`src/rtl/wb_backdoor_xbar_if.sv`:
```
`default_nettype none
// ============================================================================
// Module   : wb_backdoor_xbar_if
// Purpose  : Bus bundle for the debug-backdoor Wishbone crossbar. Carries the
//            host-side classic Wishbone signals and the shared/one-hot slave
//            side signals.
// Ports    : none (signal bundle only)
//   modport slave  : the crossbar's view (host inputs in, responses out,
//                    drives the slave-side request signals)
//   modport master : the surrounding system's view (host + slave models)
// Revision : 1.0 - initial release
// ============================================================================
interface wb_backdoor_xbar_if #(
    parameter int N_SLAVES = 4
);
    // host side
    logic [31:0]            wb_data_i;
    logic [31:0]            wb_addr_i;
    logic                   wb_cyc_i;
    logic                   wb_strobe_i;
    logic                   wb_we_i;
    logic [31:0]            wb_data_o;
    logic                   wb_ack_o;
    logic                   wb_err_o;
    // slave side
    logic [N_SLAVES-1:0]    s_cyc_o;
    logic [N_SLAVES-1:0]    s_strobe_o;
    logic                   s_we_o;
    logic [31:0]            s_addr_o;
    logic [31:0]            s_data_o;
    logic [N_SLAVES*32-1:0] s_data_i;
    logic [N_SLAVES-1:0]    s_ack_i;

    modport slave (
        input  wb_data_i, wb_addr_i, wb_cyc_i, wb_strobe_i, wb_we_i,
        output wb_data_o, wb_ack_o, wb_err_o,
        output s_cyc_o, s_strobe_o, s_we_o, s_addr_o, s_data_o,
        input  s_data_i, s_ack_i
    );

    modport master (
        output wb_data_i, wb_addr_i, wb_cyc_i, wb_strobe_i, wb_we_i,
        input  wb_data_o, wb_ack_o, wb_err_o,
        input  s_cyc_o, s_strobe_o, s_we_o, s_addr_o, s_data_o,
        output s_data_i, s_ack_i
    );
endinterface
`default_nettype wire

```
`src/rtl/wb_backdoor_xbar.sv`:
```
`default_nettype none
// ============================================================================
// Module   : wb_backdoor_xbar
// Purpose  : Registered 1-master / N_SLAVES-slave classic Wishbone interconnect
//            for the debug backdoor into memory instances. Decodes
//            wb_addr_i[SEL_LSB +: SEL_W], forwards the cycle to one slave and
//            returns a registered one-cycle ack (or err for unmapped selects).
// Ports    : clock   - system clock, rising edge
//            reset_n - asynchronous active-low reset
//            bus     - wb_backdoor_xbar_if.slave (host + slave-side signals)
// Config   : `define WB_XBAR_TIMEOUT_EN enables a watchdog that aborts a
//            slave which has not acked within TIMEOUT WAIT cycles.
// Revision : 1.0 - initial release
// ============================================================================
module wb_backdoor_xbar #(
    parameter int N_SLAVES = 4,
    parameter int SEL_LSB  = 16,
    parameter int SEL_W    = 2,
    parameter int TIMEOUT  = 255,
    parameter int CNT_W    = 8
) (
    input wire                clock,
    input wire                reset_n,
    wb_backdoor_xbar_if.slave bus
);

    typedef enum logic [1:0] {
        S_IDLE = 2'd0,
        S_WAIT = 2'd1,
        S_RESP = 2'd2
    } state_t;

    state_t              r_state, w_state_nxt;
    logic [SEL_W-1:0]    r_idx, w_idx_nxt;
    logic [N_SLAVES-1:0] r_oh, w_oh_nxt;      // drives both s_cyc_o and s_strobe_o
    logic                r_we, w_we_nxt;
    logic [31:0]         r_addr, w_addr_nxt;
    logic [31:0]         r_wdata, w_wdata_nxt;
    logic [31:0]         r_rdata, w_rdata_nxt;
    logic                r_ack, w_ack_nxt;
    logic                r_err, w_err_nxt;

    logic [SEL_W-1:0]    w_sel;
    logic [N_SLAVES-1:0] w_dec;      // one-hot decode of the incoming select; 0 if unmapped
    logic                w_sel_ack;  // ack from the slave currently addressed
    logic [31:0]         w_sel_data;

`ifdef WB_XBAR_TIMEOUT_EN
    logic [CNT_W-1:0]    r_cnt, w_cnt_nxt;
`else
    logic                w_unused_cfg;
    assign w_unused_cfg = (TIMEOUT > 0) && (CNT_W > 0);
`endif

    assign w_sel = bus.wb_addr_i[SEL_LSB +: SEL_W];

    // Select decode and return-path muxes. Selects >= N_SLAVES match no
    // slave, so an all-zero decode marks an unmapped access.
    always_comb begin
        w_dec      = '0;
        w_sel_ack  = 1'b0;
        w_sel_data = '0;
        for (int k = 0; k < N_SLAVES; k++) begin
            if (w_sel == SEL_W'(k)) begin
                w_dec[k] = 1'b1;
            end
            if (r_idx == SEL_W'(k)) begin
                w_sel_ack  = bus.s_ack_i[k];
                w_sel_data = bus.s_data_i[32*k +: 32];
            end
        end
    end

    always_comb begin
        w_state_nxt = r_state;
        w_idx_nxt   = r_idx;
        w_oh_nxt    = r_oh;
        w_we_nxt    = r_we;
        w_addr_nxt  = r_addr;
        w_wdata_nxt = r_wdata;
        w_rdata_nxt = '0;
        w_ack_nxt   = 1'b0;
        w_err_nxt   = 1'b0;
`ifdef WB_XBAR_TIMEOUT_EN
        w_cnt_nxt   = r_cnt;
`endif
        case (r_state)
            S_IDLE: begin
                if (bus.wb_cyc_i && bus.wb_strobe_i) begin
                    w_addr_nxt  = bus.wb_addr_i;
                    w_wdata_nxt = bus.wb_data_i;
                    w_we_nxt    = bus.wb_we_i;
                    w_idx_nxt   = w_sel;
                    if (|w_dec) begin
                        w_oh_nxt    = w_dec;
                        w_state_nxt = S_WAIT;
`ifdef WB_XBAR_TIMEOUT_EN
                        w_cnt_nxt   = '0;
`endif
                    end else begin
                        w_err_nxt   = 1'b1;
                        w_state_nxt = S_RESP;
                    end
                end
            end
            S_WAIT: begin
                if (!bus.wb_cyc_i) begin
                    // host abandoned the cycle: silently drop it
                    w_oh_nxt    = '0;
                    w_state_nxt = S_IDLE;
                end else if (w_sel_ack) begin
                    w_oh_nxt    = '0;
                    w_rdata_nxt = r_we ? 32'd0 : w_sel_data;
                    w_ack_nxt   = 1'b1;
                    w_state_nxt = S_RESP;
                end
`ifdef WB_XBAR_TIMEOUT_EN
                // counter holds the number of WAIT cycles already elapsed,
                // so this is the TIMEOUT-th cycle without an ack
                else if (r_cnt == CNT_W'(TIMEOUT - 1)) begin
                    w_oh_nxt    = '0;
                    w_err_nxt   = 1'b1;
                    w_state_nxt = S_RESP;
                end else begin
                    w_cnt_nxt   = r_cnt + 1'b1;
                end
`endif
            end
            S_RESP: begin
                // ack/err/rdata fall back to their zero defaults here
                w_state_nxt = S_IDLE;
            end
            default: begin
                w_state_nxt = S_IDLE;
            end
        endcase
    end

    always_ff @(posedge clock or negedge reset_n) begin
        if (!reset_n) begin
            r_state <= S_IDLE;
            r_idx   <= '0;
            r_oh    <= '0;
            r_we    <= 1'b0;
            r_addr  <= '0;
            r_wdata <= '0;
            r_rdata <= '0;
            r_ack   <= 1'b0;
            r_err   <= 1'b0;
`ifdef WB_XBAR_TIMEOUT_EN
            r_cnt   <= '0;
`endif
        end else begin
            r_state <= w_state_nxt;
            r_idx   <= w_idx_nxt;
            r_oh    <= w_oh_nxt;
            r_we    <= w_we_nxt;
            r_addr  <= w_addr_nxt;
            r_wdata <= w_wdata_nxt;
            r_rdata <= w_rdata_nxt;
            r_ack   <= w_ack_nxt;
            r_err   <= w_err_nxt;
`ifdef WB_XBAR_TIMEOUT_EN
            r_cnt   <= w_cnt_nxt;
`endif
        end
    end

    assign bus.wb_data_o  = r_rdata;
    assign bus.wb_ack_o   = r_ack;
    assign bus.wb_err_o   = r_err;
    assign bus.s_cyc_o    = r_oh;
    assign bus.s_strobe_o = r_oh;
    assign bus.s_we_o     = r_we;
    assign bus.s_addr_o   = r_addr;
    assign bus.s_data_o   = r_wdata;

endmodule
`default_nettype wire

```
`src/flat_wrapper.sv`:
```
// flat-port wrapper written by rule: the top's interface ports become plain ports
module wb_backdoor_xbar_flat 
#(
    parameter int N_SLAVES = 4,
    parameter int SEL_LSB  = 16,
    parameter int SEL_W    = 2,
    parameter int TIMEOUT  = 255,
    parameter int CNT_W    = 8
)
  (clock, reset_n, bus_wb_data_i, bus_wb_addr_i, bus_wb_cyc_i, bus_wb_strobe_i, bus_wb_we_i, bus_wb_data_o, bus_wb_ack_o, bus_wb_err_o, bus_s_cyc_o, bus_s_strobe_o, bus_s_we_o, bus_s_addr_o, bus_s_data_o, bus_s_data_i, bus_s_ack_i);
  wb_backdoor_xbar_if #(.N_SLAVES(N_SLAVES)) bus_i ();
  input wire clock;
  input wire reset_n;
  input wire logic [$bits(bus_i.wb_data_i)-1:0] bus_wb_data_i;
  input wire logic [$bits(bus_i.wb_addr_i)-1:0] bus_wb_addr_i;
  input wire logic [$bits(bus_i.wb_cyc_i)-1:0] bus_wb_cyc_i;
  input wire logic [$bits(bus_i.wb_strobe_i)-1:0] bus_wb_strobe_i;
  input wire logic [$bits(bus_i.wb_we_i)-1:0] bus_wb_we_i;
  output wire logic [$bits(bus_i.wb_data_o)-1:0] bus_wb_data_o;
  output wire logic [$bits(bus_i.wb_ack_o)-1:0] bus_wb_ack_o;
  output wire logic [$bits(bus_i.wb_err_o)-1:0] bus_wb_err_o;
  output wire logic [$bits(bus_i.s_cyc_o)-1:0] bus_s_cyc_o;
  output wire logic [$bits(bus_i.s_strobe_o)-1:0] bus_s_strobe_o;
  output wire logic [$bits(bus_i.s_we_o)-1:0] bus_s_we_o;
  output wire logic [$bits(bus_i.s_addr_o)-1:0] bus_s_addr_o;
  output wire logic [$bits(bus_i.s_data_o)-1:0] bus_s_data_o;
  input wire logic [$bits(bus_i.s_data_i)-1:0] bus_s_data_i;
  input wire logic [$bits(bus_i.s_ack_i)-1:0] bus_s_ack_i;
  assign bus_i.wb_data_i = bus_wb_data_i;
  assign bus_i.wb_addr_i = bus_wb_addr_i;
  assign bus_i.wb_cyc_i = bus_wb_cyc_i;
  assign bus_i.wb_strobe_i = bus_wb_strobe_i;
  assign bus_i.wb_we_i = bus_wb_we_i;
  assign bus_wb_data_o = bus_i.wb_data_o;
  assign bus_wb_ack_o = bus_i.wb_ack_o;
  assign bus_wb_err_o = bus_i.wb_err_o;
  assign bus_s_cyc_o = bus_i.s_cyc_o;
  assign bus_s_strobe_o = bus_i.s_strobe_o;
  assign bus_s_we_o = bus_i.s_we_o;
  assign bus_s_addr_o = bus_i.s_addr_o;
  assign bus_s_data_o = bus_i.s_data_o;
  assign bus_i.s_data_i = bus_s_data_i;
  assign bus_i.s_ack_i = bus_s_ack_i;
  wb_backdoor_xbar #(.N_SLAVES(N_SLAVES), .SEL_LSB(SEL_LSB), .SEL_W(SEL_W), .TIMEOUT(TIMEOUT), .CNT_W(CNT_W)) u_core (.clock(clock), .reset_n(reset_n), .bus(bus_i));
endmodule
```
`config.mk`:
```
export PLATFORM = sky130hd
export DESIGN_NAME = wb_backdoor_xbar_flat
export DESIGN_NICKNAME = d
export VERILOG_FILES = /design/src/rtl/wb_backdoor_xbar_if.sv /design/src/rtl/wb_backdoor_xbar.sv /design/src/flat_wrapper.sv
export SDC_FILE = /design/constraint.sdc
export NUM_CORES = 1
export LEC_CHECK = 0
export CORE_MARGIN = 10
export CORE_UTILIZATION = 39
export CTS_CLUSTER_DIAMETER = 200
export DETAILED_ROUTE_END_ITERATION = 6
export PLACE_DENSITY = 0.83
export SLEW_MARGIN = 10
export SYNTH_ARGS = -nofsm -noshare
export SYNTH_HDL_FRONTEND = slang
export SYNTH_SLANG_ARGS = --single-unit
```
`constraint.sdc`:
```
create_clock -name clock -period 5.22 [get_ports clock]
set_input_delay 1.044 -clock clock [delete_from_list [all_inputs] [get_ports clock]]
set_output_delay 1.044 -clock clock [all_outputs]
set_load 0.005 [all_outputs]
```
Yosys cells after proc, flatten, opt, wreduce, memory -nomap -nowiden
Index checks and enable logic that the tools add are counted.
{"block": "totals", "romBits": 0, "register_bits": 107, "memories": 0, "mem_bits_rw": 0, "wordCells": 60, "out_inout_bits": 107, "latchBits": 0, "input_bits": 201}
{"block": "op_classes", "n_mul": 0, "mux": 32, "n_eq_ne": 10, "shift": 0, "reduce_logical": 9, "n_addsub": 0, "n_div": 0, "magnitude_cmp": 0, "n_bitwise": 0}
{"op": "2-to-1 mux 32 bit", "count": 8}
{"op": "2-to-1 mux 4 bit", "count": 4}
{"op": "2-to-1 mux 1 bit", "count": 14}
{"op": "equality test 2 bit (second input constant)", "count": 4}
{"op": "2-to-1 mux 2 bit", "count": 4}
{"op": "case mux 4 bit (2 select lines)", "count": 1}
{"op": "equality test 2 x 1 -> 1 bit (second input constant)", "count": 3}
{"op": "zero test 2 bit", "count": 3}
{"op": "!= test 2 x 1 -> 1 bit (second input constant)", "count": 2}
{"op": "case mux 2 bit (2 select lines)", "count": 1}
{"op": "AND reduction 2 bit", "count": 2}
{"op": "AND reduction 4 bit", "count": 1}
{"op": "OR reduction 4 bit", "count": 1}
{"op": "!= test 3 x 2 -> 1 bit (second input constant)", "count": 1}
{"op": "nonzero test 2 bit", "count": 1}
{"op": "logical AND 1 bit", "count": 1}

Depth between registers and ports, before layout
Gate-level depths: netlist of run 1.
{"block": "depth", "ltp_word": 9, "ltp_mapped": 6, "ltp_nobuf": 3}

Least setup slack after synthesis of run 1
OpenSTA, ideal clock, no wires.
{"block": "synth_path", "path_kind": "input -> register", "start": "input bus_wb_cyc_i", "end": "register u_core.r_wdata[10] (netlist: u_core.bus.s_data_o[10])", "n_path_buf": 3, "setup_time_ps": 125, "arrival_time_ps": 2221, "path_slack_ps": 2875, "stages": 5, "path_cell_list": "nor4bb_1 -> clkbuf_1 -> buf_2 -> buf_2 -> mux2_2"}
{"block": "synth_between", "elab_chain_len": 2}
{"item": "start, declared", "line": "flat_wrapper.sv:16", "rtl": "input wire logic [$bits(bus_i.wb_cyc_i)-1:0] bus_wb_cyc_i;"}
{"item": "logical AND 1 bit", "line": "wb_backdoor_xbar.sv:89", "rtl": "if (bus.wb_cyc_i && bus.wb_strobe_i) begin"}
{"item": "AND reduction 2 bit (no source line)"}
{"item": "end signal, assigned", "line": "wb_backdoor_xbar.sv:159", "rtl": "r_wdata <= w_wdata_nxt;"}
{"item": "end, declared", "line": "wb_backdoor_xbar.sv:38", "rtl": "logic [31:0] r_wdata, w_wdata_nxt;"}
Every way passes these cells.
A chain may end at the register's enable or synchronous reset.

Worst setup path in the final report of run 1
{"block": "layout_path", "start": "input bus_wb_cyc_i", "end": "register u_core.r_oh[0] (netlist: u_core.bus.s_cyc_o[0])"}
{"block": "layout_between", "elab_chain_len": 3}
{"item": "logical AND 1 bit", "line": "wb_backdoor_xbar.sv:89"}
{"item": "!= test 2 x 1 -> 1 bit (no source line)"}
{"item": "AND reduction 4 bit (no source line)"}
{"item": "end signal, assigned", "line": "wb_backdoor_xbar.sv:156", "rtl": "r_oh <= w_oh_nxt;"}
{"item": "end, declared", "line": "wb_backdoor_xbar.sv:35", "rtl": "logic [N_SLAVES-1:0] r_oh, w_oh_nxt;"}
Several ways; a longest one is shown, not always the timed one.

==> impl_summary.md, run 1 <==
GRT
The fraction of met1 tracks used by global routing is 0.179. The number of global-route vias before repair was 4085. For met2 alone, demand over resource in global routing was 0.341. The number of antenna violations at the first check in global routing is 0. The overflow left after global routing is 0. The first global-routing pass estimated 23.3 mm of wire.

In this run the most used layer during global routing was met2. Entering global routing, the biggest net connects 61 pins. In the global route stage, overall resource usage came out at 0.185. The met3 track demand over resource is 0.0799.

STA
Counting I/O delays and the setup requirement, the final critical path takes 3.16 ns. The largest clock skew in the final design is 0.00638 ns. The worst slew slack as a fraction of its limit is 0.503.

The max-slew violation count is 0. Setup violations remaining at the end of the flow were counted as 0. The accumulated negative setup slack is 0 ns.

At the pin with the least slew margin, the transition time is roughly 0.75 ns. The final hold violation count is 0. Setup repair after global routing left no endpoint under its margin. The maximum clock frequency is 316 MHz.

The setup slack after layout is 2.06 ns. Dividing the final minimum period by the clock period gives 0.606.

Clocking
The clock root buffer master is sky130_fd_sc_hd__clkbuf_16. The clock drives roughly 110 sinks. The number of clock buffers inserted by TritonCTS is 9. The clock latency on the worst-skew pair is 0.34 ns.

TritonCTS built the clock tree. For this design, the CTS-stage hold fixing added 0 buffers. The number of gates resized after CTS was 0. The deepest clock path buffer count is 2. After clock tree synthesis, the setup repair step added 0 buffers. The number of H-tree levels is 3. The clock transition at the registers of the reported paths is 0.06 ns.

Floorplan
The area enclosed by the die boundary is 16600 sq um. The number of core rows is 39. The placeable core region is 11500 sq um. The die is 129 um wide. The floorplan step set the die height to 129 um. The starting density of the core is 0.402. The number of top-level pins is 308.

Synth
The leading area contributor after synthesis is sky130_fd_sc_hd__dfrtp_1. The average footprint of a synthesized cell is 16.9 sq um. The number of distinct library cells after synthesis is 21. By area the synthesized netlist is led by sky130_fd_sc_hd__dfrtp_1, sky130_fd_sc_hd__mux4_2, sky130_fd_sc_hd__mux2_2. After synthesis, the share of flip-flops with an asynchronous set or reset is 1.00. Yosys printed 0 warnings. The sequential fraction of the synthesis area is 0.567. The top flip-flop cell by instance count after synthesis is sky130_fd_sc_hd__dfrtp_1.

The share of synthesized area in the top cell type comes to 0.567. The number of synthesized register bits is 105. The synthesized area is 4630 sq um.

By count the netlist is led by sky130_fd_sc_hd__dfrtp_1, sky130_fd_sc_hd__mux2_2, sky130_fd_sc_hd__mux4_2, sky130_fd_sc_hd__nor2b_2, sky130_fd_sc_hd__buf_2. The number of nets in the synthesized netlist is between 400 and 500. The cell count after synthesis is 275. The most common cell in the synthesized netlist is sky130_fd_sc_hd__dfrtp_1. Counting flops with a built-in enable in the synthesized netlist gives 0.

Setup path
The critical path required time is 5.49 ns. The critical path is of the primary input to flop type. The top fanout value on the critical path is 60. The worst setup path is captured at a flop. The worst setup path is launched from a primary input.

Data on the critical path arrives at its endpoint at ~3.4 ns.

Hold path
The worst hold path belongs to the class flop to flop.

Place
Prior to clock tree synthesis, the placed netlist has a worst setup slack of ~1.7 ns. The routability congestion estimate from global placement is 0.769. Input and output buffers added on the ports amount to 307. Detailed placement finished with a half-perimeter wire length of 13.0 mm.

Power and ir drop
The worst ir drop on vdd is about 0.00017 V. The power density over cell area is 321 nW/um^2. Total power for the finished layout comes to 2.58 mW.

The cell leakage power is 3.23 nW.

Final layout
The repair_antennas step left the layout with diodes totalling 0. At the end of the flow the core is filled with cells to 0.700. Of the cells placed in the final design, the portion with a size suffix greater than 1 is 0.254. For this run, the post-layout net count is 775. From synthesis to final layout, the design area changed by 73.8%.

Fill cells in the final layout number 812.

Flow run
The tool flagged a number of max-cap violations equal to 0.

Drt
The detail route stage leaves a number of antenna-violating nets equal to 0. The total wire length after detailed routing is 15.9 mm. The pre-antenna-repair detailed-routing pass consisted of 4 iterations. Dividing the detail-routed wire length by the instance count gives 22.0 um.

The routed via count is 3509. The via count normalized by instance count is a little under 5. The DRC violation count after routing is 0.

The number of DRC markers in iteration 0 is 151.

Outcome
The flow ran to the end, and the final reports show no timing, DRC or antenna violations.
-- routing by layer --
metal	vias up	share of wire
li1	1596	-
met1	1705	0.34
met3	20	0.11
met4	0	0.021
met2	188	0.53
met5	-	0
-- final timing paths --
path / startpoint / end / slack (ns) / cells after the start
max in group asynchronous: reset_n / u_core.bus.s_data_o[1]$_DFFE_PN0P_ / 3.35 / 2
min in group asynchronous: reset_n / u_core.bus.s_data_o[26]$_DFFE_PN0P_ / 0.76 / 1
setup reg to reg: u_core.bus.s_addr_o[16]$_DFFE_PN0P_ / u_core.bus.wb_data_o[0]$_DFF_PN0_ / 2.76 / 4
setup / recovery: bus_wb_cyc_i / u_core.bus.s_cyc_o[0]$_DFFE_PN0P_ / 2.06 / 5
hold reg to reg: u_core.bus.s_data_o[27]$_DFFE_PN0P_ / u_core.bus.s_data_o[27]$_DFFE_PN0P_ / 0.50 / 1
hold / removal: u_core.bus.s_data_o[27]$_DFFE_PN0P_ / u_core.bus.s_data_o[27]$_DFFE_PN0P_ / 0.50 / 1
-- flip-flops by register name, indices dropped and copies added, names as in the netlist --
| register | flops |
|---|---|
| u_core.bus.s_data_o | 32 |
| u_core.bus.s_we_o | 1 |
| u_core.bus.wb_data_o | 32 |
| u_core.bus.wb_err_o | 1 |
| u_core.r_state | 2 |
| u_core.bus.wb_ack_o | 1 |
| u_core.bus.s_addr_o | 32 |
| u_core.bus.s_cyc_o | 4 |
-- cell families after synthesis --
kind of cell           share of synthesized area
AOI/OAI and AO/OA                         0.0130
and+or+nand+nor                           0.0713
other                                   0.000809
muxes                                      0.316
buffers and inverters                     0.0321
DFF                                        0.567
-- per-stage QoR --
step	hold WS, ns	instance area (sq um)	cells
3_3_place_gp	0.489	7790	706
2_1_floorplan	0.505	4630	275
5_1_grt	0.523	8060	722
4_1_cts	0.510	8060	722
6_report	0.503	8060	722
3_5_place_dp	0.495	7790	706
-- cell type report --
| cell class | instances | area, sq um | area share |
|---|---|---|---|
| multi-input cells | 145 | 1870 | 0.232 |
| inverters | 2 | 7.51 | 0.000932 |
| well taps | 143 | 179 | 0.0222 |
| repair buffers | 311 | 3100 | 0.385 |
| flip-flops and latches | 105 | 2630 | 0.326 |
| clock inverters | 2 | 13.8 | 0.00171 |
| clock buffers | 14 | 254 | 0.0315 |
-- worst max-delay path: stages --
cell                              delay [ns]
sky130_fd_sc_hd__clkdlybuf4s50_1        0.52
sky130_fd_sc_hd__nor4bb_4               0.63
sky130_fd_sc_hd__buf_4                  0.69
sky130_fd_sc_hd__nor2b_1                0.30
sky130_fd_sc_hd__a22o_1                 0.19
-- power breakdown --
| group | internal, mW | switching, mW | total (mW) |
|---|---|---|---|
| clock network | 0.338 | 0.282 | 0.620 |
| registers | 0.960 | 0.0774 | 1.04 |
| logic | 0.645 | 0.281 | 0.926 |
-- placed cells by master (no fill, tap or decap), types with 2 or more instances in the layout --
cell                              instances
sky130_fd_sc_hd__a22o_1                   2
sky130_fd_sc_hd__a32o_1                   2
sky130_fd_sc_hd__buf_4                    5
sky130_fd_sc_hd__clkbuf_1                 4
sky130_fd_sc_hd__clkbuf_16                9
sky130_fd_sc_hd__clkdlybuf4s50_1        306
sky130_fd_sc_hd__dfrtp_1                104
sky130_fd_sc_hd__inv_1                    2
sky130_fd_sc_hd__mux2_2                  64
sky130_fd_sc_hd__mux4_2                  33
sky130_fd_sc_hd__nor2_1                   2
sky130_fd_sc_hd__nor2b_1                  5
sky130_fd_sc_hd__nor2b_2                 30
No activity file was read; power rests on OpenSTA's default activity.
==> run 2: changes to the inputs <==
Settings changed: CORE_UTILIZATION 39 to 33, PLACE_DENSITY 0.83 to 0.74.
Clock period 5.22 ns to 2.7 ns, I/O delays scaled along.
==> run 2 against run 1 <==
  * Sequential share of layout area shrank 0.58 points
  * Clock power grew 100%
  * Critical path depth shrank 3
  * Final cell count grew 5.8%
  * Cell area grew 1.8%
  * Via count grew 2.2%
  * Worst setup slack lost 1.7 ns
  * Largest power group unchanged
==> impl_summary.md, run 2 (synthesized netlist as in run 1, its figures left out) <==
Outcome
The flow ran to the end, and the final reports show no timing, DRC or antenna violations.

Floorplan
The number of top-level pins is 308 (unchanged). The die extent in y is 139 um (+7.4%). The number of core rows came to 43 (+10%). The starting density of the core was 0.335 (-0.0673). The width of the die is 139 um (+7.4%). The placeable core region is 13800 sq um (+20%). The area enclosed by the die boundary was 19200 sq um (+15%).

Drt
The number of DRC markers in iteration 0 was 102 (-32%). The final routed wire length divided by cell count is 21.3 um (-3.2%). The number of nets still failing antenna checks after routing was 0 (unchanged). The via count normalized by instance count came to 4.69 (-3.5%).

The routed via count is 3585 (+2.2%). The DRC violation count after routing is 0 (unchanged). The number of search-and-repair iterations in the first detailed-routing pass came to 4 (unchanged). The total wire length after detailed routing came to 16.3 mm (+2.4%).

Final layout
The number of nets in the final layout is 782 (+0.90%). The layout-stage area growth over the synthesis result is 77.0%. The post-layout utilization of the core is 0.593 (-0.106). The share of final-layout standard cells stronger than drive strength 1 is 0.265 (+0.0115).

The antenna diode count came to 0 (unchanged). The most common cell after layout, fill and taps aside is sky130_fd_sc_hd__clkdlybuf4s50_1. Leaving out fill and tap cells, the most frequent cells in the layout are sky130_fd_sc_hd__clkdlybuf4s50_1, sky130_fd_sc_hd__dfrtp_1, sky130_fd_sc_hd__mux2_2, sky130_fd_sc_hd__mux4_2, sky130_fd_sc_hd__nor2b_2.

STA
Subtracting the final worst setup slack from the clock period gives 2.36 ns. The accumulated negative setup slack is 0 ns (unchanged). Setup repair after global routing left no endpoint under its margin. The setup slack after layout was 0.340 ns (-1.72 ns). The number of setup violations in the final report was 0 (unchanged). For this run, the top clock speed supported by timing is 424 MHz.

The final hold violation count was 0 (unchanged). The max-slew violation count is 0 (unchanged). Dividing the final minimum period by the clock period gives 0.874.

The smallest hold slack is 0.135 ns (-0.367 ns). The largest clock skew in the final design came to 0.00746 ns (+0.00108 ns).

Setup path
Walking the worst path, the cells encountered are buf_4, clkdlybuf4s50_1. For this design, the slowest cell found on the critical path is sky130_fd_sc_hd__clkdlybuf4s50_1. The critical path arrival is 1.82 ns (-1.62 ns).

The top fanout value on the critical path is 24 (-60%). The startpoint of the most critical setup path is u_core.bus.s_addr_o[16]$_DFFE_PN0P_. In this run the critical register-to-register path is launched from u_core.bus.s_addr_o[16]$_DFFE_PN0P_. The biggest cell delay along the critical path came to 0.60 ns (-0.09 ns). In this run the critical register-to-register path is captured at u_core.bus.wb_data_o[31]$_DFF_PN0_.

The timing endpoint of the critical path is bus_s_addr_o[16]. STA classifies the critical path startpoint as a flop. STA classifies the critical path endpoint as an output pin. The critical path required time is 2.16 ns (-3.33 ns). The type of the setup path with the least slack is flop to output pin.

The number of cells on the worst reg-to-reg path came to 4 (unchanged). The setup slack of the worst register-to-register path is 0.86 ns (-1.90 ns).

Clocking
Clock tree synthesis selected as its root buffer the cell sky130_fd_sc_hd__clkbuf_16. The number of clock buffers inserted by TritonCTS is 9 (unchanged). The post-CTS setup buffer count is 0 (unchanged). The clock tree from TritonCTS is built. The clock latency on the worst-skew pair is 0.34 ns (about the same). The number of H-tree levels was 3 (unchanged). The quantity of hold-fixing buffers added after cts is 0 (unchanged). The total of cells resized after clock tree synthesis is 0 (unchanged). The deepest clock path buffer count is 2 (unchanged). The clock sink total is 105 (unchanged). The clock transition at the registers of the reported paths came to 0.07 ns (about the same).

GRT
The fraction of met1 tracks used by global routing came to 0.179 (+0.000225). The number of antenna violations at the first check in global routing was 0 (unchanged). The global-route wire length before repair is 25.4 mm (+9.0%). The total routing usage reported by global routing is 0.169 (-0.0164).

The met3 track demand over resource is 0.0709 (-0.00904). The maximum number of pins on one net before global-route repair is 62 (+1.6%). The routing usage on met2 is 0.298 (-0.0423).

The number of global-route vias before repair is 4213 (+3.1%). After global routing, the most crowded layer is met2. The overflow left after global routing is 0 (unchanged).

Place
The routability congestion estimate from global placement is 0.762 (-0.91%). The total of buffers placed on input and output ports was 307 (unchanged). The worst-case setup slack after placement is 0.366 ns (-1.34 ns).

The placed wire-length estimate is 13.8 mm (+5.7%).

Power and ir drop
The worst ir drop on vdd is 0.000309 V (+79%). The cell leakage power is 3.28 nW (+1.5%). The power density over cell area is 617 nW/um^2 (+93%).

Flow run
The number of max-capacitance violations reported came to 0 (unchanged).

Hold path
The min-delay analysis places its worst path in the category primary input to async pin.
## run 2: cell types whose count changed in the layout (fill, tap and decap cells not counted), sizes merged
cell,change
buf,+7
bufinv,+1
clkinvlp,+1
clkbuf,-4
## run 2: worst max-delay path, delay by kind of cell (launching register included)
family                 cells  cell delay (ns)
DFF                        1             0.45
buffers and inverters      2             1.02
## run 2: worst min path at each step
stage	start	end	slack, ns	cells past startpoint
5_1_grt	reset_n	u_core.bus.s_addr_o[15]$_DFFE_PN0P_	0.16	1
3_3_place_gp	u_core.bus.s_addr_o[18]$_DFFE_PN0P_	u_core.bus.s_addr_o[18]$_DFFE_PN0P_	0.49	1
2_1_floorplan	reset_n	u_core.bus.s_addr_o[0]$_DFFE_PN0P_	0.24	0
4_1_cts	reset_n	u_core.bus.s_addr_o[27]$_DFFE_PN0P_	0.14	1
6_report	reset_n	u_core.bus.s_addr_o[27]$_DFFE_PN0P_	0.14	1
3_5_place_dp	u_core.bus.s_addr_o[7]$_DFFE_PN0P_	u_core.bus.s_addr_o[7]$_DFFE_PN0P_	0.49	1
## run 2: layout make-up
class	count	area, sq um
Fill cell	1083	5630
Timing Repair Buffer	318	3190
Sequential cell	105	2630
Multi-Input combinational cell	145	1870
Clock buffer	10	229
Tap cell	180	225
Clock inverter	4	47.5
Inverter	2	7.51
## run 2: routing by layer
layer	routed length, um	share of wire
met4	219	0.013
met1	5890	0.36
met3	1730	0.11
met5	0	0
met2	8440	0.52
## run 2: power breakdown
| part | internal [mW] | total [mW] | leakage, nW | switching [mW] |
|---|---|---|---|---|
| clock network | 0.706 | 1.25 | 0.134 | 0.542 |
| registers | 1.86 | 2.02 | 1.31 | 0.162 |
| logic | 1.27 | 1.80 | 1.83 | 0.530 |
## run 2: per-stage QoR
step	total power [mW]	instances	cell area [sq um]
floorplan	2.79	275	4630
global placement	3.84	750	7930
detailed placement	3.89	750	7930
CTS	5.15	764	8200
global route	5.35	764	8200
finish	5.06	764	8200
==> run 3: changes to the inputs <==
Settings changed: GPL_TIMING_DRIVEN set to 0, SLEW_MARGIN 10 to 20.
==> run 3 against run 2 <==
  * Worst setup slack better by 0.093 ns
  * Largest power group unchanged
  * Sequential cell count unchanged
  * Utilization up 0.40 points
  * First-iteration DRC count down 25%
  * Fmax up 4.1%
  * Global-route usage down 0.29 points
  * Sequential power about the same
==> impl_summary.md, run 3 (synthesized netlist as in run 1, its figures left out) <==
GRT
The number of global-route vias before repair is 4240 (+0.64%). The global-route wire length before repair is 25.0 mm (-1.5%). The number of antenna violations at the first check in global routing is 0 (unchanged). The total routing usage reported by global routing was 0.166 (-0.00289). The maximum number of pins on one net before global-route repair is 58 (-6.5%). The overflow left after global routing came to 0 (unchanged).

Final layout
The antenna diode count is 0 (unchanged). The number of fillers in the final layout is 1090 (+0.65%). The number of nets in the final layout is 795 (+1.7%). The most common cell after layout, fill and taps aside is sky130_fd_sc_hd__clkdlybuf4s50_1. The final instance area is 8260 sq um (+0.67%). The share of final-layout standard cells stronger than drive strength 1 is 0.272 (+0.00671).

The layout-stage area growth over the synthesis result is 78.2%. In the layout the commonest cells are sky130_fd_sc_hd__clkdlybuf4s50_1, sky130_fd_sc_hd__dfrtp_1, sky130_fd_sc_hd__mux2_2, sky130_fd_sc_hd__mux4_2, sky130_fd_sc_hd__nor2b_2.

STA
The max-slew violation count was 0 (unchanged). For the pin with the worst max-slew slack, the measured transition is 0.624 ns. The accumulated negative setup slack was 0 ns (unchanged). The clock period minus worst slack is 2.27 ns (-0.0926 ns).

The largest clock skew in the final design is 0.0101 ns (+0.00264 ns). The number of setup violations in the final report is 0 (unchanged). The final hold violation count is 0 (unchanged). The worst pin sits at a relative slew slack of 0.584. Setup repair after global routing left no endpoint under its margin. The share of the cycle needed by the critical path after routing is 0.840 (-0.0343). The maximum clock frequency is 441 MHz (+4.1%).

Setup path
The number of cells on the worst reg-to-reg path was 5 (+1). The cell at the slowest stage of the critical path is sky130_fd_sc_hd__clkdlybuf4s50_1. The startpoint of the most critical register-to-register path is u_core.r_state[0]$_DFFE_PN0P_. The biggest cell delay along the critical path is 0.50 ns (-0.10 ns). The family of cells with the greatest summed delay on the critical path is buffers and inverters. The number of buffers and inverters on the critical path was 4 (+2). The kind of end point of the critical path is a flop. The worst flop-to-flop path endpoint is u_core.bus.s_data_o[6]$_DFFE_PN0P_. Walking the worst path, the cells encountered are clkdlybuf4s50_1, nor4bb_1, clkbuf_1, buf_2, buf_2, mux2_2.

The critical path required time is 2.93 ns (+0.77 ns). The cell that appears most often on the critical path is sky130_fd_sc_hd__buf_2. The startpoint of the most critical setup path is bus_wb_cyc_i. The critical path arrival is 2.50 ns (+0.68 ns). The cell depth of the worst setup path is 6 (+4). The setup slack of the worst register-to-register path is 0.75 ns (-0.11 ns). The timing endpoint of the critical path is u_core.bus.s_data_o[6]$_DFFE_PN0P_. The type of the setup path with the least slack is primary input to flop. The top fanout value on the critical path is 10 (-58%). The type of element launching the critical path is a primary input.

Floorplan
The width of the die was 139 um (unchanged). The die extent in y is 139 um (unchanged). The starting density of the core was 0.335 (unchanged). The number of top-level pins is 308 (unchanged). The placeable core region is 13800 sq um (unchanged). The area enclosed by the die boundary is 19200 sq um (unchanged). The number of core rows was 43 (unchanged).

Drt
The total wire length after detailed routing is 16.2 mm (-0.38%). The via count normalized by instance count was 4.59 (-2.2%). The routed via count is 3575 (-0.28%). The number of search-and-repair iterations in the first detailed-routing pass is 4 (unchanged). The number of nets still failing antenna checks after routing is 0 (unchanged). The number of DRC markers in iteration 0 is 76 (-25%). The DRC violation count after routing is 0 (unchanged). The final routed wire length divided by cell count is 20.8 um (-2.3%).

Clocking
The quantity of hold-fixing buffers added after cts is 0 (unchanged). TritonCTS built the clock tree. The clock latency on the worst-skew pair is 0.34 ns (about the same). The number of clock buffers inserted by TritonCTS is 9 (unchanged). The deepest clock path buffer count is 2 (unchanged). The total of cells resized after clock tree synthesis came to 0 (unchanged). The number of H-tree levels was 3 (unchanged). The clock root buffer master is sky130_fd_sc_hd__clkbuf_16.

The clock transition at the registers of the reported paths is 0.07 ns (about the same). The post-CTS setup buffer count came to 0 (unchanged). The clock sink total was 105 (unchanged).

Power and ir drop
The power density over cell area is 622 nW/um^2 (+0.75%). The cell leakage power is 3.33 nW (+1.4%). The worst ir drop on vdd is 0.000297 V (-3.7%).

Place
The placed wire-length estimate was 13.8 mm (-0.27%). The standard cell area after detailed placement is 7960 sq um (+0.46%). The total of buffers placed on input and output ports is 307 (unchanged). The routability congestion estimate from global placement is 0.809 (+6.3%).

Flow run
The number of max-capacitance violations reported is 0 (unchanged).

Hold path
The classification of the worst-slack hold path is primary input to async pin.

Outcome
The run finished with clean final reports.
run 3: cell count changes in the layout (fill, tap and decap cells not counted), moves of 2 or more:
cell,previous run,this run
sky130_fd_sc_hd__clkbuf_1,1,6
sky130_fd_sc_hd__buf_4,9,5
sky130_fd_sc_hd__clkinv_2,2,0
sky130_fd_sc_hd__buf_6,0,4
sky130_fd_sc_hd__buf_12,3,0
sky130_fd_sc_hd__buf_2,0,10
sky130_fd_sc_hd__inv_6,0,2
run 3: worst reg2reg max path, delay by kind of cell (launching register included):
kind	cells	cell delay (ns)
and+or+nand+nor	1	0.26
DFF	1	0.39
buffers and inverters	3	0.82
muxes	1	0.37
run 3: metal layers:
metal / GRT usage / vias up / part of all wire
met5: 0 / - / 0
met4: 0.0488 / 0 / 0.014
met3: 0.0747 / 17 / 0.11
met2: 0.296 / 195 / 0.52
met1: 0.171 / 1727 / 0.36
li1: - / 1636 / -
run 3: how the worst min path moves through the flow:
stage,end,slack (ns)
after detailed placement,u_core.bus.s_addr_o[13]$_DFFE_PN0P_,0.50
after CTS,u_core.bus.s_addr_o[27]$_DFFE_PN0P_,0.13
after global routing,u_core.bus.s_data_o[3]$_DFFE_PN0P_,0.15
after floorplan,u_core.bus.s_addr_o[0]$_DFFE_PN0P_,0.24
final,u_core.bus.s_addr_o[27]$_DFFE_PN0P_,0.12
after global placement,u_core.bus.s_data_o[26]$_DFFE_PN0P_,0.49
run 3: report_power, final:
| group | total, mW | leakage [nW] | switching, mW | internal (mW) |
|---|---|---|---|---|
| sequential | 2.00 | 1.31 | 0.148 | 1.85 |
| combinational | 1.82 | 1.88 | 0.548 | 1.28 |
| clock | 1.31 | 0.137 | 0.582 | 0.727 |
| total | 5.14 | 3.33 | 1.28 | 3.86 |
run 3: cell type report:
cell class	count	area [sq um]	share of cell area
plain buffers	23	141	0.0171
clock buffers	11	233	0.0282
repair buffers	308	3100	0.376
flip-flops and latches	105	2630	0.318
well taps	180	225	0.0273
clock inverters	5	62.6	0.00758
multi-input cells	145	1860	0.225
inverters	2	7.51	0.000909
run 3: through the flow:
step	setup slack, ns	hold WS, ns	util	std cells	power, mW
final	0.433	0.122	0.597	779	5.14
after detailed placement	0.0278	0.495	0.576	763	3.89
after CTS	0.383	0.133	0.597	779	5.22
after floorplan	0.859	0.244	-	275	2.79
after global placement	-2.79	0.488	0.574	762	3.85
after global routing	0.267	0.150	0.597	779	5.41
==> patch: new RTL, config.mk and constraints of run 3 <==
Reset style: synchronous (`reset_n`), changed in one clocked block. Comments in the files are not updated.
--- a/src/rtl/wb_backdoor_xbar.sv
+++ b/src/rtl/wb_backdoor_xbar.sv
@@ -137,5 +137,5 @@
     end
 
-    always_ff @(posedge clock or negedge reset_n) begin
+    always_ff @(posedge clock) begin
         if (!reset_n) begin
             r_state <= S_IDLE;
Formal check against the unedited RTL: differs if reset_n is asserted again (counterexample within 4 cycles, from zero or initial values and one cycle with reset_n low); with reset_n held inactive, the same outputs for 4 cycles.
==> patch against run 3 <==
- sequential share of layout area down 5.9 points
- sequential cell count unchanged
- routed wire length up 21%
- largest cell class unchanged
- worst hold slack better by 0.33 ns
- core utilization up 1.3 points
- design area down 1.8%
- synthesized area down 3.1%
- worst setup slack better by 0.10 ns
- critical path depth unchanged
- synthesized cell count up 56%
Power is not compared: it rests on default switching activity, and its combinational part moved more than twofold at a synthesized area within 25%.
==> patch: results (changes against run 3) <==
outcome:
  outcome: "finished, final reports clean"
critical_path:
  slowest_stage: "clkdlybuf4s50_1"
  arrival_ns: 2.41  # -0.09 ns
  crit_family: "buffers and inverters"
  crit-reg2reg-launch: "u_core.bus.s_addr_o[16]"
  cp_max_fo: 10  # unchanged
  critical_path.startpoint: "bus_wb_cyc_i"
clock_network:
  post_cts_buffers: 0  # unchanged
  clock_tree.buffer_depth: 2  # unchanged
  cts_resized: 0  # unchanged
  htree_levels: 3  # unchanged
  cts-buffers-inserted: 9  # unchanged
  worstSkewPairLatency_ns: 0.34  # about the same
global_routing:
  antenna_found_initial: 5  # +5
  grt_use_total_pct: 19.9  # +3.3 points
  grt_max_degree: 18  # -69%
  grt_pass1_wl_um: 28200  # +13%
synth:
  syn_inst: 430  # +56%
  ys_warn_count: 0  # unchanged
  synth-async-reset-ratio_pct: 0  # -100 points
  synth_area_leaders: "dfxtp_1 (47%), mux4_2 (16%), nand2_1 (11%)"
  netlist_top_cells_count: "nand2_1 (134), dfxtp_1 (105), a21oi_1 (70)"
  synth_top_area_share_pct: 46.8  # -9.9 points
  synth_cell_type_count: 27  # +29%
  syn-num-nets: 631  # +33%
  yosysSeqAreaShare_pct: 46.8  # -9.9 points
cells_and_area:
  nets: 949  # +19%
  drive_above_1_share_pct: 12.4  # -15 points
  fill_cells: 1083  # -0.64%
drt:
  first_pass_iters: 4  # unchanged
  drtIter0Drc: 189  # +150%
  wire_per_inst_um: 21.1  # +1.3%
  vias: 4377  # +22%
  wl_um: 19600  # +21%
sta:
  relSlewSlack_pct: 47.4  # -11 points
  hold_viol_final: 0  # unchanged
  skew_ns: 0.00404  # -0.00606 ns
placement:
  place_inst: 913  # +20%
  hpwl_um: 16400  # +19%
  gp_congestion: 0.997  # +23%
  port_buffers: 307  # unchanged
  pre_cts_slack_ns: 0.144  # +0.116 ns
pwr:
  ir_drop_mv: 0.361
  leakagePower_nw: 2.89
hold_path:
  hold_path_class: "flip-flop to flip-flop"
-- patch: cell types whose count changed in the layout (fill, tap and decap cells not counted), moves of 3 or more --
cell	run 3	this run
a311oi_1	0	3
nor2b_4	0	30
buf_2	10	3
nand2_1	0	134
dfrtp_1	105	0
nor2b_2	30	0
a21oi_1	0	70
buf_12	0	3
dfxtp_1	0	105
mux2_2	64	0
clkbuf_1	6	25
buf_6	4	1
-- patch: final timing paths --
path         slack, ns                       end  cells past startpoint
max               0.54     u_core.bus.s_cyc_o[0]                      6
min               0.46    u_core.bus.s_addr_o[0]                      2
max reg2reg       0.74  u_core.bus.wb_data_o[27]                      4
min reg2reg       0.46    u_core.bus.s_addr_o[0]                      2
-- patch: area by class of cell --
cell class	instances	area (um2)	area share, %
clock buffer	10	229	2.82
clock inverter	6	91.3	1.13
inverter	1	3.75	0.0463
timing repair buffer	307	3070	37.9
buffer	37	215	2.65
multi-input combinational	287	2170	26.8
antenna	2	5.00	0.0617
tap	176	220	2.71
sequential	105	2100	25.9
-- patch: metal layers --
metal / global-route usage (%) / part of all wire [%]
met3: 7.81 / 11
met1: 22.1 / 37
met5: 0 / 0.061
met2: 34.4 / 51
met4: 6.04 / 1.3
-- patch: power by group through the flow --
stage / registers, W / clock network [W] / logic (W)
floorplan: 0.00167 / 0 / 0.000246
global placement: 0.00166 / 0 / 0.000703
detailed placement: 0.00166 / 0 / 0.000716
CTS: 0.00163 / 0.00145 / 0.000722
global route: 0.00163 / 0.00151 / 0.000764
finish: 0.00163 / 0.00141 / 0.000714
-- patch: logic make-up (layout without fill, tap and decap cells) --
logic type	count (synthesis)	in the layout	share of synthesized area, %
buffers and inverters	38	361	4.87
other	1	3	0.0835
AOI/OAI and AO/OA	75	75	8.86
muxes	33	33	16.6
DFF	105	105	46.8
and+or+nand+nor	178	178	22.8
-- patch: stage by stage --
stage,area [um2],hold slack (ns),utilization (%)
2_1_floorplan,4490,0.453,-
5_1_grt,8110,0.472,61.0
3_5_place_dp,7790,0.445,58.6
6_report,8110,0.455,61.0
4_1_cts,8110,0.455,61.0
3_3_place_gp,7790,0.442,58.6
-- patch: worst register-to-register path: stages, from the launching register on --
cell,delay (ns)
dfxtp_1,0.35
buf_6,0.16
clkbuf_1,0.61
mux4_2,0.61
nor2b_4,0.14
